File: src/rtl/serial_subtractor.sv
// serial_subtractor: bit-serial A - B - Bin, LSB first, one bit per clock.
// A single full-subtractor cell feeds a borrow flip-flop. A start/busy/done
// handshake issues operations. Results update only when the operation ends.
// Optional feature macro: SERIAL_SUB_OVF_EN adds the signed overflow output Ovf.
module serial_subtractor #(
  parameter int WIDTH = 8
) (
  input  logic             clk,
  input  logic             rst_n,
  input  logic             start,
  input  logic [WIDTH-1:0] A,
  input  logic [WIDTH-1:0] B,
  input  logic             Bin,
  output logic [WIDTH-1:0] Diff,
  output logic             Bout,
  output logic             Zero,
`ifdef SERIAL_SUB_OVF_EN
  output logic             Ovf,
`endif
  output logic             busy,
  output logic             done
);

  localparam int CW = (WIDTH > 1) ? $clog2(WIDTH) : 1;

  typedef enum logic [1:0] {
    IDLE  = 2'd0,
    SHIFT = 2'd1,
    DONE  = 2'd2
  } state_t;

  state_t           state, state_nxt;
  logic [WIDTH-1:0] sa, sb, sr;
  logic             borrow;
  logic [CW-1:0]    count;
  logic             last_bit;
  logic             bit_a, bit_b, bit_d, borrow_nxt;

`ifdef SERIAL_SUB_OVF_EN
  // Operand sign bits are shifted out of sa/sb, so keep copies for Ovf.
  logic             a_msb, b_msb;
`endif

  assign last_bit = (count == CW'(WIDTH - 1));

  // Full-subtractor cell on the current LSBs and the stored borrow.
  always_comb begin
    bit_a      = sa[0];
    bit_b      = sb[0];
    bit_d      = bit_a ^ bit_b ^ borrow;
    borrow_nxt = (~bit_a & bit_b) | (~(bit_a ^ bit_b) & borrow);
  end

  // State register.
  // NOTE: clocked state uses non-blocking assignments so every flop samples
  // pre-edge values regardless of block ordering.
  always_ff @(posedge clk or negedge rst_n) begin
    if (!rst_n) state <= IDLE;
    else        state <= state_nxt;
  end

  // Next-state and handshake outputs.
  // NOTE: every output of this block gets a default first, so no path leaves
  // a signal unassigned and no latch is inferred.
  always_comb begin
    state_nxt = state;
    busy      = 1'b0;
    done      = 1'b0;
    case (state)
      IDLE: begin
        if (start) state_nxt = SHIFT;
      end
      SHIFT: begin
        busy = 1'b1;
        if (last_bit) state_nxt = DONE;
      end
      DONE: begin
        busy      = 1'b1;
        done      = 1'b1;
        state_nxt = IDLE;
      end
      default: state_nxt = IDLE;
    endcase
  end

  // Datapath: operand capture, serial shifting and the result load.
  // NOTE: these are plain registers, not memories, so all of them are reset;
  // Zero resets to 1 to stay consistent with Diff = 0.
  always_ff @(posedge clk or negedge rst_n) begin
    if (!rst_n) begin
      sa     <= '0;
      sb     <= '0;
      sr     <= '0;
      borrow <= 1'b0;
      count  <= '0;
      Diff   <= '0;
      Bout   <= 1'b0;
      Zero   <= 1'b1;
`ifdef SERIAL_SUB_OVF_EN
      a_msb  <= 1'b0;
      b_msb  <= 1'b0;
      Ovf    <= 1'b0;
`endif
    end else begin
      case (state)
        IDLE: begin
          if (start) begin
            sa     <= A;
            sb     <= B;
            borrow <= Bin;
            count  <= '0;
`ifdef SERIAL_SUB_OVF_EN
            a_msb  <= A[WIDTH-1];
            b_msb  <= B[WIDTH-1];
`endif
          end
        end
        SHIFT: begin
          sr     <= {bit_d, sr[WIDTH-1:1]};
          sa     <= {1'b0, sa[WIDTH-1:1]};
          sb     <= {1'b0, sb[WIDTH-1:1]};
          borrow <= borrow_nxt;
          count  <= count + 1'b1;
        end
        DONE: begin
          Diff <= sr;
          Bout <= borrow;
          Zero <= (sr == '0);
`ifdef SERIAL_SUB_OVF_EN
          Ovf  <= (a_msb ^ b_msb) & (sr[WIDTH-1] ^ a_msb);
`endif
        end
        default: ;
      endcase
    end
  end

endmodule

File: config.mk
export PLATFORM = sky130hd
export DESIGN_NAME = serial_subtractor
export DESIGN_NICKNAME = d
export VERILOG_FILES = /design/src/rtl/serial_subtractor.sv
export SDC_FILE = /design/constraint.sdc
export NUM_CORES = 1
export LEC_CHECK = 0
export CAP_MARGIN = 10
export CORE_MARGIN = 10
export CORE_UTILIZATION = 37
export DETAILED_ROUTE_END_ITERATION = 16
export HOLD_SLACK_MARGIN = 0.03
export PLACE_DENSITY = 0.63
export RECOVER_POWER = 100
export REMOVE_ABC_BUFFERS = 1
export SLEW_MARGIN = 20
export SYNTH_ARGS = -nofsm -noshare
export SYNTH_HDL_FRONTEND = slang
export SYNTH_SLANG_ARGS = --single-unit
File: constraint.sdc
create_clock -name clk -period 1.8 [get_ports clk]
set_input_delay 0.54 -clock clk [delete_from_list [all_inputs] [get_ports clk]]
set_output_delay 0.54 -clock clk [all_outputs]
set_load 0.01 [all_outputs]
==> impl_metrics.json <==
{
  "status": "finished, final reports clean",
  "r2r_cells": 6,
  "grt_pass1_wl_um": 5934,
  "peakVddDrop_mv": 0.6209,
  "r2r_setup_slack_ns": 0.11,
  "viasPerCell": 4.745,
  "vias": 1210,
  "hp-class": "flip-flop to flip-flop",
  "multi_input_area_um2": 785.8,
  "die_h_um": 90.91,
  "ys_ff_latch": 40,
  "cts-root-buf": "clkbuf_8",
  "finalNonFillerCells": 255,
  "drive_above_1_share_pct": 26.06,
  "worstSetupStartpoint": "Diff[7]$_DFFE_PN0P_",
  "timing.fmax_mhz": 584.8,
  "hold_viol": 0,
  "dr.pass1.iters": 4,
  "critical_path_buf_inv_count": 1,
  "setup_tns_ns": 0,
  "total_power_mw": 4.157,
  "power_leakage_nw": 1.045,
  "crit_arrival_ns": 1.17,
  "setup_viol_count_final": 0,
  "path_max_fanout": 2,
  "r2r-start": "state[0]$_DFFE_PN0P_",
  "cp-end-kind": "output port",
  "cts_buffers": 5,
  "gr-usage-all-layers_pct": 8.728,
  "synthFlopType": "dfrtp_1",
  "rsz0062_at_grt": "false",
  "grt_pass1_vias": 1318,
  "critPathMaxStageDelay_ns": 0.54,
  "io_buffers": 31,
  "tritoncts": "yes",
  "cts.clk_slew.worst_paths_ns": 0.07,
  "path_cells": "clkdlybuf4s50_1",
  "drt-total-wl_um": 3295,
  "io_pins": 32,
  "core_um2": 4786,
  "diodes": 0,
  "drt_iter0_markers": 51,
  "cp.required_ns": 1.26,
  "final.min_clock_period_ns": 1.710,
  "ys_warn_count": 0,
  "antenna_found_initial": 0,
  "start_util_pct": 38.88,
  "synth_area_um2": 1861,
  "clockBufferDepth": 2,
  "antenna_left": 0,
  "cp-endpoint": "Diff[7]",
  "htreeDepth": 2,
  "hold_depth": 2,
  "wl_per_cell_um": 12.92,
  "row_count": 25,
  "layout_commonest_cell": "dfrtp_1",
  "syn-mean-instance-area_um2": 12.74,
  "final_nets": 214,
  "routabilityCongestion": 0.7375,
  "hold_buffers": 0,
  "grt_overflow": 0,
  "clock_skew_ns": 0.001947,
  "dpl.hpwl_um": 2543,
  "final_cell_mix": "39 x dfrtp_1, 27 x clkdlybuf4s50_1, 20 x nand2_1, 18 x mux2_2, 15 x mux2i_1",
  "crit_family": "buffers and inverters",
  "yosysUniqueCellTypes": 24,
  "synth_edf_count": 0,
  "start_kind": "flip-flop",
  "post-route-period-util_pct": 95.00,
  "drc": 0,
  "die_area_um2": 8265,
  "syn_to_final_growth_pct": 27.37,
  "place_inst": 246,
  "regArea_um2": 1002,
  "synth_cells": 146,
  "power.density_nw_per_um2": 1754,
  "finalMaxSlewViolations": 0,
  "clock_latency_ns": 0.29,
  "slew_headroom_pct": 35.63,
  "worst-setup-path-type": "flip-flop to output port",
  "crit_cells": 1,
  "ys_async_sr_fraction_pct": 100.0,
  "max-cap-violations": 0,
  "clock_sinks": 40,
  "fillers": 443,
  "r2r_end": "state[1]$_DFFE_PN0P_",
  "grt_max_degree": 41,
  "dieWidth_um": 90.91,
  "worstMarginPinSlew_ns": 0.9656,
  "cp_slowest_cell": "clkdlybuf4s50_1",
  "yosysSeqAreaShare_pct": 53.87
}
## kinds of logic after synthesis
group | synth area share [%]
AOI/OAI and AO/OA | 9.348
adders and majority gates | 5.111
buffers and inverters | 4.371
DFF | 53.87
muxes | 19.70
and+or+nand+nor | 7.599
## worst min path at each step
| stage | slack, ns | to | start |
|---|---|---|---|
| floorplan | 0.24 | Bout$_DFFE_PN0P_ | rst_n |
| global placement | 0.46 | Zero$_DFFE_PN1P_ | Zero$_DFFE_PN1P_ |
| detailed placement | 0.46 | Zero$_DFFE_PN1P_ | Zero$_DFFE_PN1P_ |
| CTS | 0.21 | Diff[6]$_DFFE_PN0P_ | rst_n |
| global route | 0.51 | sa[3]$_DFFE_PN0P_ | sa[3]$_DFFE_PN0P_ |
| finish | 0.47 | Zero$_DFFE_PN1P_ | Zero$_DFFE_PN1P_ |
## power breakdown
group          internal [mW]  total, mW  switching, mW
registers               1.34       1.60          0.264
clock network          0.312      0.595          0.283
logic                   1.07       1.96          0.889
## synthesized netlist by cell type, types with 3 or more instances
master	instances	area [um2]
buf_6	3	33.78
dfrtp_1	39	975.9
ha_1	6	75.07
inv_1	6	22.52
mux2_2	18	202.7
mux2i_1	15	150.1
nand2_1	20	75.07
nor2b_1	3	18.77
o21ai_0	5	25.02
o21ai_2	13	113.9
## sequential cells by signal, indices dropped and copies added, names as in the netlist
| signal | cells |
|---|---|
| sr | 8 |
| sa | 8 |
| sb | 8 |
| count | 3 |
| Bout | 1 |
| Diff | 8 |
| borrow | 1 |
| state | 2 |
| Zero | 1 |
## worst reg2reg max path, stage by stage (launching register included)
cell and delay [ns]:
dfrtp_1 0.38, clkbuf_4 0.13, buf_4 0.13, ha_1 0.29, nor2b_1 0.20, nor2_1 0.11
mux2_2 0.34
## layer usage
metal  track usage [%]  part of all wire, %  up-vias
met5                 0                    0        -
met2             15.50                   50       29
met4             3.916                  2.0        0
met3             3.824                  6.8        6
li1                  -                    -      584
met1             8.619                   41      591
## layout make-up
type / count / share of cell area (%)
Multi-Input combinational cell: 93 / 33.16
Sequential cell: 40 / 42.29
Timing Repair Buffer: 41 / 16.26
Inverter: 6 / 0.9504
Clock buffer: 8 / 3.801
Tap cell: 67 / 3.537
## timing repair
action	4_1_cts	5_1_grt
resized for setup	5	2
endpoints found under the hold margin	0	0
endpoints found under the setup margin	3	2
setup buffers	1	0
## per-stage QoR
stage | hold slack, ns | utilization, % | instance area [um2] | setup slack (ns)
after floorplan | 0.2444 | - | 1802 | -0.9047
final | 0.4738 | 49.52 | 2370 | 0.09001
after global routing | 0.5117 | 49.52 | 2370 | 0.01317
after detailed placement | 0.4649 | 48.16 | 2305 | -0.006091
after CTS | 0.2103 | 50.17 | 2401 | 0.01142
after global placement | 0.4583 | 48.16 | 2305 | 0.02407
No activity file was read; power rests on OpenSTA's default activity.
==> RTL edit 1: new RTL, same settings <==
Change the parameter `WIDTH` from 8 to 16.
--- a/src/rtl/serial_subtractor.sv
+++ b/src/rtl/serial_subtractor.sv
@@ -5,3 +5,3 @@
 module serial_subtractor #(
-  parameter int WIDTH = 8
+  parameter int WIDTH = 16
 ) (
Interface: changed (resized A, B and Diff); port bits go from 32 to 56. No check against the original RTL was run, so the function may have changed too.
==> RTL edit 1 against the unedited design <==
Cell area is 74% higher; sequential cell count grew 33; power is 79% higher; largest power group unchanged; highest routed layer unchanged; setup slack got worse by 12 ps; synthesized area grew 70%; combinational power rose by 51%; register-to-register slack improved by 30 ps; fmax decreased by 0.72%; routed wire length rose by 87%.
==> RTL edit 1: results (changes against the unedited design) <==
metric	value	unit	change
Fill cells	773		+74%
fraction of area in registers	44.3	%	+2.0 points
post-route cell area	0.00413	mm^2	+74%
placed cell area	0.00395	mm^2	+71%
Multi-In Gates	164		+76%
fraction of area in clock buffers and inverters	5.91	%	+2.1 points
Vias	2061		+70%
Max stage delay on crit path	380	ps	-160 ps
footprint of the multi-input gates	0.00125	mm^2	+59%
internal power	4.99	mW	+84%
Seq/Total Area, Yosys	57.9	%	+4.0 points
HP Class	input port to async pin		
post-CTS setup buffers	0		-1
mean post-synth cell area	12.3	um^2	-3.6%
CP delay by family, top	flip-flops		
pre-CTS worst setup slack	-128	ps	-122 ps
top cells by count, synth	72 x dfrtp_1, 36 x nand2_1, 35 x mux2_2, 35 x o21ai_0, 32 x mux2i_1		
Slew headroom	41.9	%	+6.3 points
dpl hpwl	4500	um	+77%
TritonCTS Buffers	9		+4
total length of routed wires	6170	um	+87%
post-route clock skew	9.16	ps	+7.22 ps
layout cells sized above 1	20.7	%	-5.3 points
total track usage	10.3	%	+1.6 points
outcome	completed		
Final non-clock buffer share	16.0	%	-0.24 points
inverter count	5		-1
Power Density	1800	mW/mm^2	+2.5%
clk buf depth	2		unchanged
# resized after CTS	18		+13
# clk buffers	11		+3
Syn. warnings	0		unchanged
clk pwr	1.55	mW	+160%
clock latency on the worst-skew pair	340	ps	+50 ps
Placed Cells	417		+70%
number of buffers added on ports	55		+77%
leakage	1.84	nW	+76%
synth unique cells	22		-8.3%
slowest CP cell	dfrtp_1		
H-tree levels	3		+1
Initial DRC Count	39		-24%
largest net degree at the start of global routing	37		-9.8%
vias in the first global route	2209		+68%
Max VDD drop	0.000637	V	+2.6%
Layout Cells excl Fill	433		+70%
Area contributors post-synth	dfrtp_1 57%, mux2_2 12%, mux2i_1 10%, o21ai_0 5.5%, nand2_1 4.3%		
comb pwr	2.96	mW	+51%
GPL Wtd Cong	0.701		-4.9%
Synth Register Bits	73		+83%
nets	365		+71%
Max FO, Critical Path	3		+1
global-route wire length before repair	10900	um	+83%
Non-CTS buffers	70		+71%
RTL edit 1: cell count changes in the layout (fill, tap and decap cells not counted), sizes merged, moves of 4 or more:
| cell | delta |
|---|---|
| nand2 | +16 |
| clkbuf | +5 |
| mux2 | +17 |
| mux2i | +16 |
| dfrtp | +33 |
| dlygate4sd2 | +8 |
| clkdlybuf4s25 | +9 |
| nand3 | +4 |
| clkdlybuf4s50 | +7 |
| nand2b | +6 |
| o21ai | +17 |
RTL edit 1: path summary, 6_finish.rpt:
kind                                 startpoint              endpoint  slack, ps  cells past startpoint
min reg2reg                  sr[14]$_DFFE_PN0N_      Zero$_DFFE_PN1P_        480                      1
min                                       rst_n  Diff[13]$_DFFE_PN0P_        310                      1
max reg2reg                state[1]$_DFFE_PN0P_  count[3]$_DFFE_PN0P_        140                      6
max                        state[1]$_DFFE_PN0P_                  busy         80                      3
min in group clk             sr[14]$_DFFE_PN0N_      Zero$_DFFE_PN1P_        480                      1
max in group asynchronous                 rst_n    sr[11]$_DFFE_PN0N_        460                      2
RTL edit 1: per-layer routing:
| metal | GRT usage (%) | vias to the layer above | routed length [um] |
|---|---|---|---|
| li1 | - | 1028 | - |
| met1 | 12.6 | 980 | 2920 |
| met2 | 15.7 | 47 | 2840 |
| met3 | 4.26 | 6 | 358 |
| met4 | 4.06 | 0 | 62 |
| met5 | 0 | - | 0 |
RTL edit 1: worst reg2reg max path: cells and delay by family (launching register included):
family                     cells  cell delay, ps
buffers and inverters          2             190
adders and majority gates      1             260
muxes                          1             130
and+or+nand+nor                2             610
DFF                            1             400
RTL edit 1: kinds of logic after synthesis:
| kind of cell | synth area share [%] |
|---|---|
| compound gates | 6.66 |
| fa+ha+maj | 2.61 |
| buf+inv | 2.81 |
| flops | 57.9 |
| mux | 22.6 |
| simple gates | 7.41 |
==> RTL edit 2: new RTL, same settings <==
Without the edit above. The 3 states of `state_t` get a one-hot encoding in 3 bits.
--- a/src/rtl/serial_subtractor.sv
+++ b/src/rtl/serial_subtractor.sv
@@ -25,6 +25,6 @@
 
-  typedef enum logic [1:0] {
-    IDLE  = 2'd0,
-    SHIFT = 2'd1,
-    DONE  = 2'd2
+  typedef enum logic [2:0] {
+    IDLE  = 3'b001,
+    SHIFT = 3'b010,
+    DONE  = 3'b100
   } state_t;
Behaviour: no difference found for any inputs over 10 cycles, from zero or initial values and one cycle with rst_n low; not proved beyond that.
==> RTL edit 2 against the unedited design <==
Worst hold slack got worse by 110 ps; routed wire length down 4.4%; setup slack got worse by 86 ps; synthesized area down 5.8%; sequential cell count rose by 1; count of clock-buffer cells in the layout is 1 lower; non-clock buffer count is 5 lower; cell area down 6.1%; first-iteration DRC count is 47% higher.
Power is not compared: it rests on default switching activity, and its combinational part moved more than twofold at a synthesized area within 25%.
==> RTL edit 2: results (changes against the unedited design) <==
metric	value	unit	change
Max FO, Critical Path	3		+1
Slew headroom	39.8	%	+4.2 points
Final non-clock buffer share	15.9	%	-0.40 points
reg2reg path depth	4		-2
outcome	completed		
vias in the first global route	1226		-7.0%
Layout area overhead	26.9	%	
GPL Wtd Cong	0.716		-3.0%
hold_ws	360	ps	-114 ps
slowest CP cell	dfstp_2		
mean post-synth cell area	13.0	um^2	+1.9%
GRT met2 Usage	15.4	%	-0.15 points
M1 wire length	1430	um	+6.3%
total length of routed wires	3150	um	-4.4%
total track usage	9.38	%	+0.65 points
inverter count	4		-2
Placed Cells	215		-13%
# rows	24		-4.0%
reg-to-reg endpoint	count[0]$_DFFE_PN0P_		
Seq/Total Area, Yosys	58.7	%	+4.8 points
global-route wire length before repair	5820	um	-2.0%
HP Class	input port to async pin		
R2R Path Start	state[2]$_DFFE_PN0P_		
dpl hpwl	2330	um	-8.3%
post-route clock skew	3.32	ps	+1.37 ps
Multi-In Gates	82		-12%
layout cells sized above 1	22.2	%	-3.8 points
Met2 Wirelength	1460	um	-12%
routed vias/inst	5.02		+5.8%
# clk buffers	7		-1
largest net degree at the start of global routing	46		+12%
Initial DRC Count	75		+47%
CP arrival	1260	ps	+90 ps
Synth Area in Adders	2.57	%	-2.5 points
R2R Setup Slk	210	ps	+100 ps
RTL edit 2: changes by cell type in the layout (fill, tap and decap cells not counted), sizes merged, moves of 3 or more:
cell and delta:
nor2b -3, ha -4, clkbuf -4, o21ai -3
nand2 -6
RTL edit 2: power breakdown:
group          switching [mW]  internal, mW
Combinational           0.397         0.460
Clock                   0.295         0.346
Sequential              0.212          1.25
RTL edit 2: worst max-delay path by stage:
stage                     slack (ps)           endpoint  cells after the start
after floorplan                -2040               busy                      2
after global placement           -90               busy                      3
after detailed placement        -120  sb[5]$_DFFE_PN0P_                      5
after CTS                         -7               busy                      3
after global routing             -40               busy                      3
final                              4               busy                      3
RTL edit 2: per-stage QoR:
step                total power, mW  setup TNS, ps
finish                         2.96              0
detailed placement             2.37          -1670
CTS                            3.03          -6.81
global route                   3.23           -285
global placement               2.30          -1290
floorplan                      2.07         -52000
RTL edit 2: timing repair:
item / in CTS / in global routing
resized for setup: 10 / 3
hold buffers: 0 / 0
pin swaps: 1 / 2
setup endpoints to repair: 3 / 3
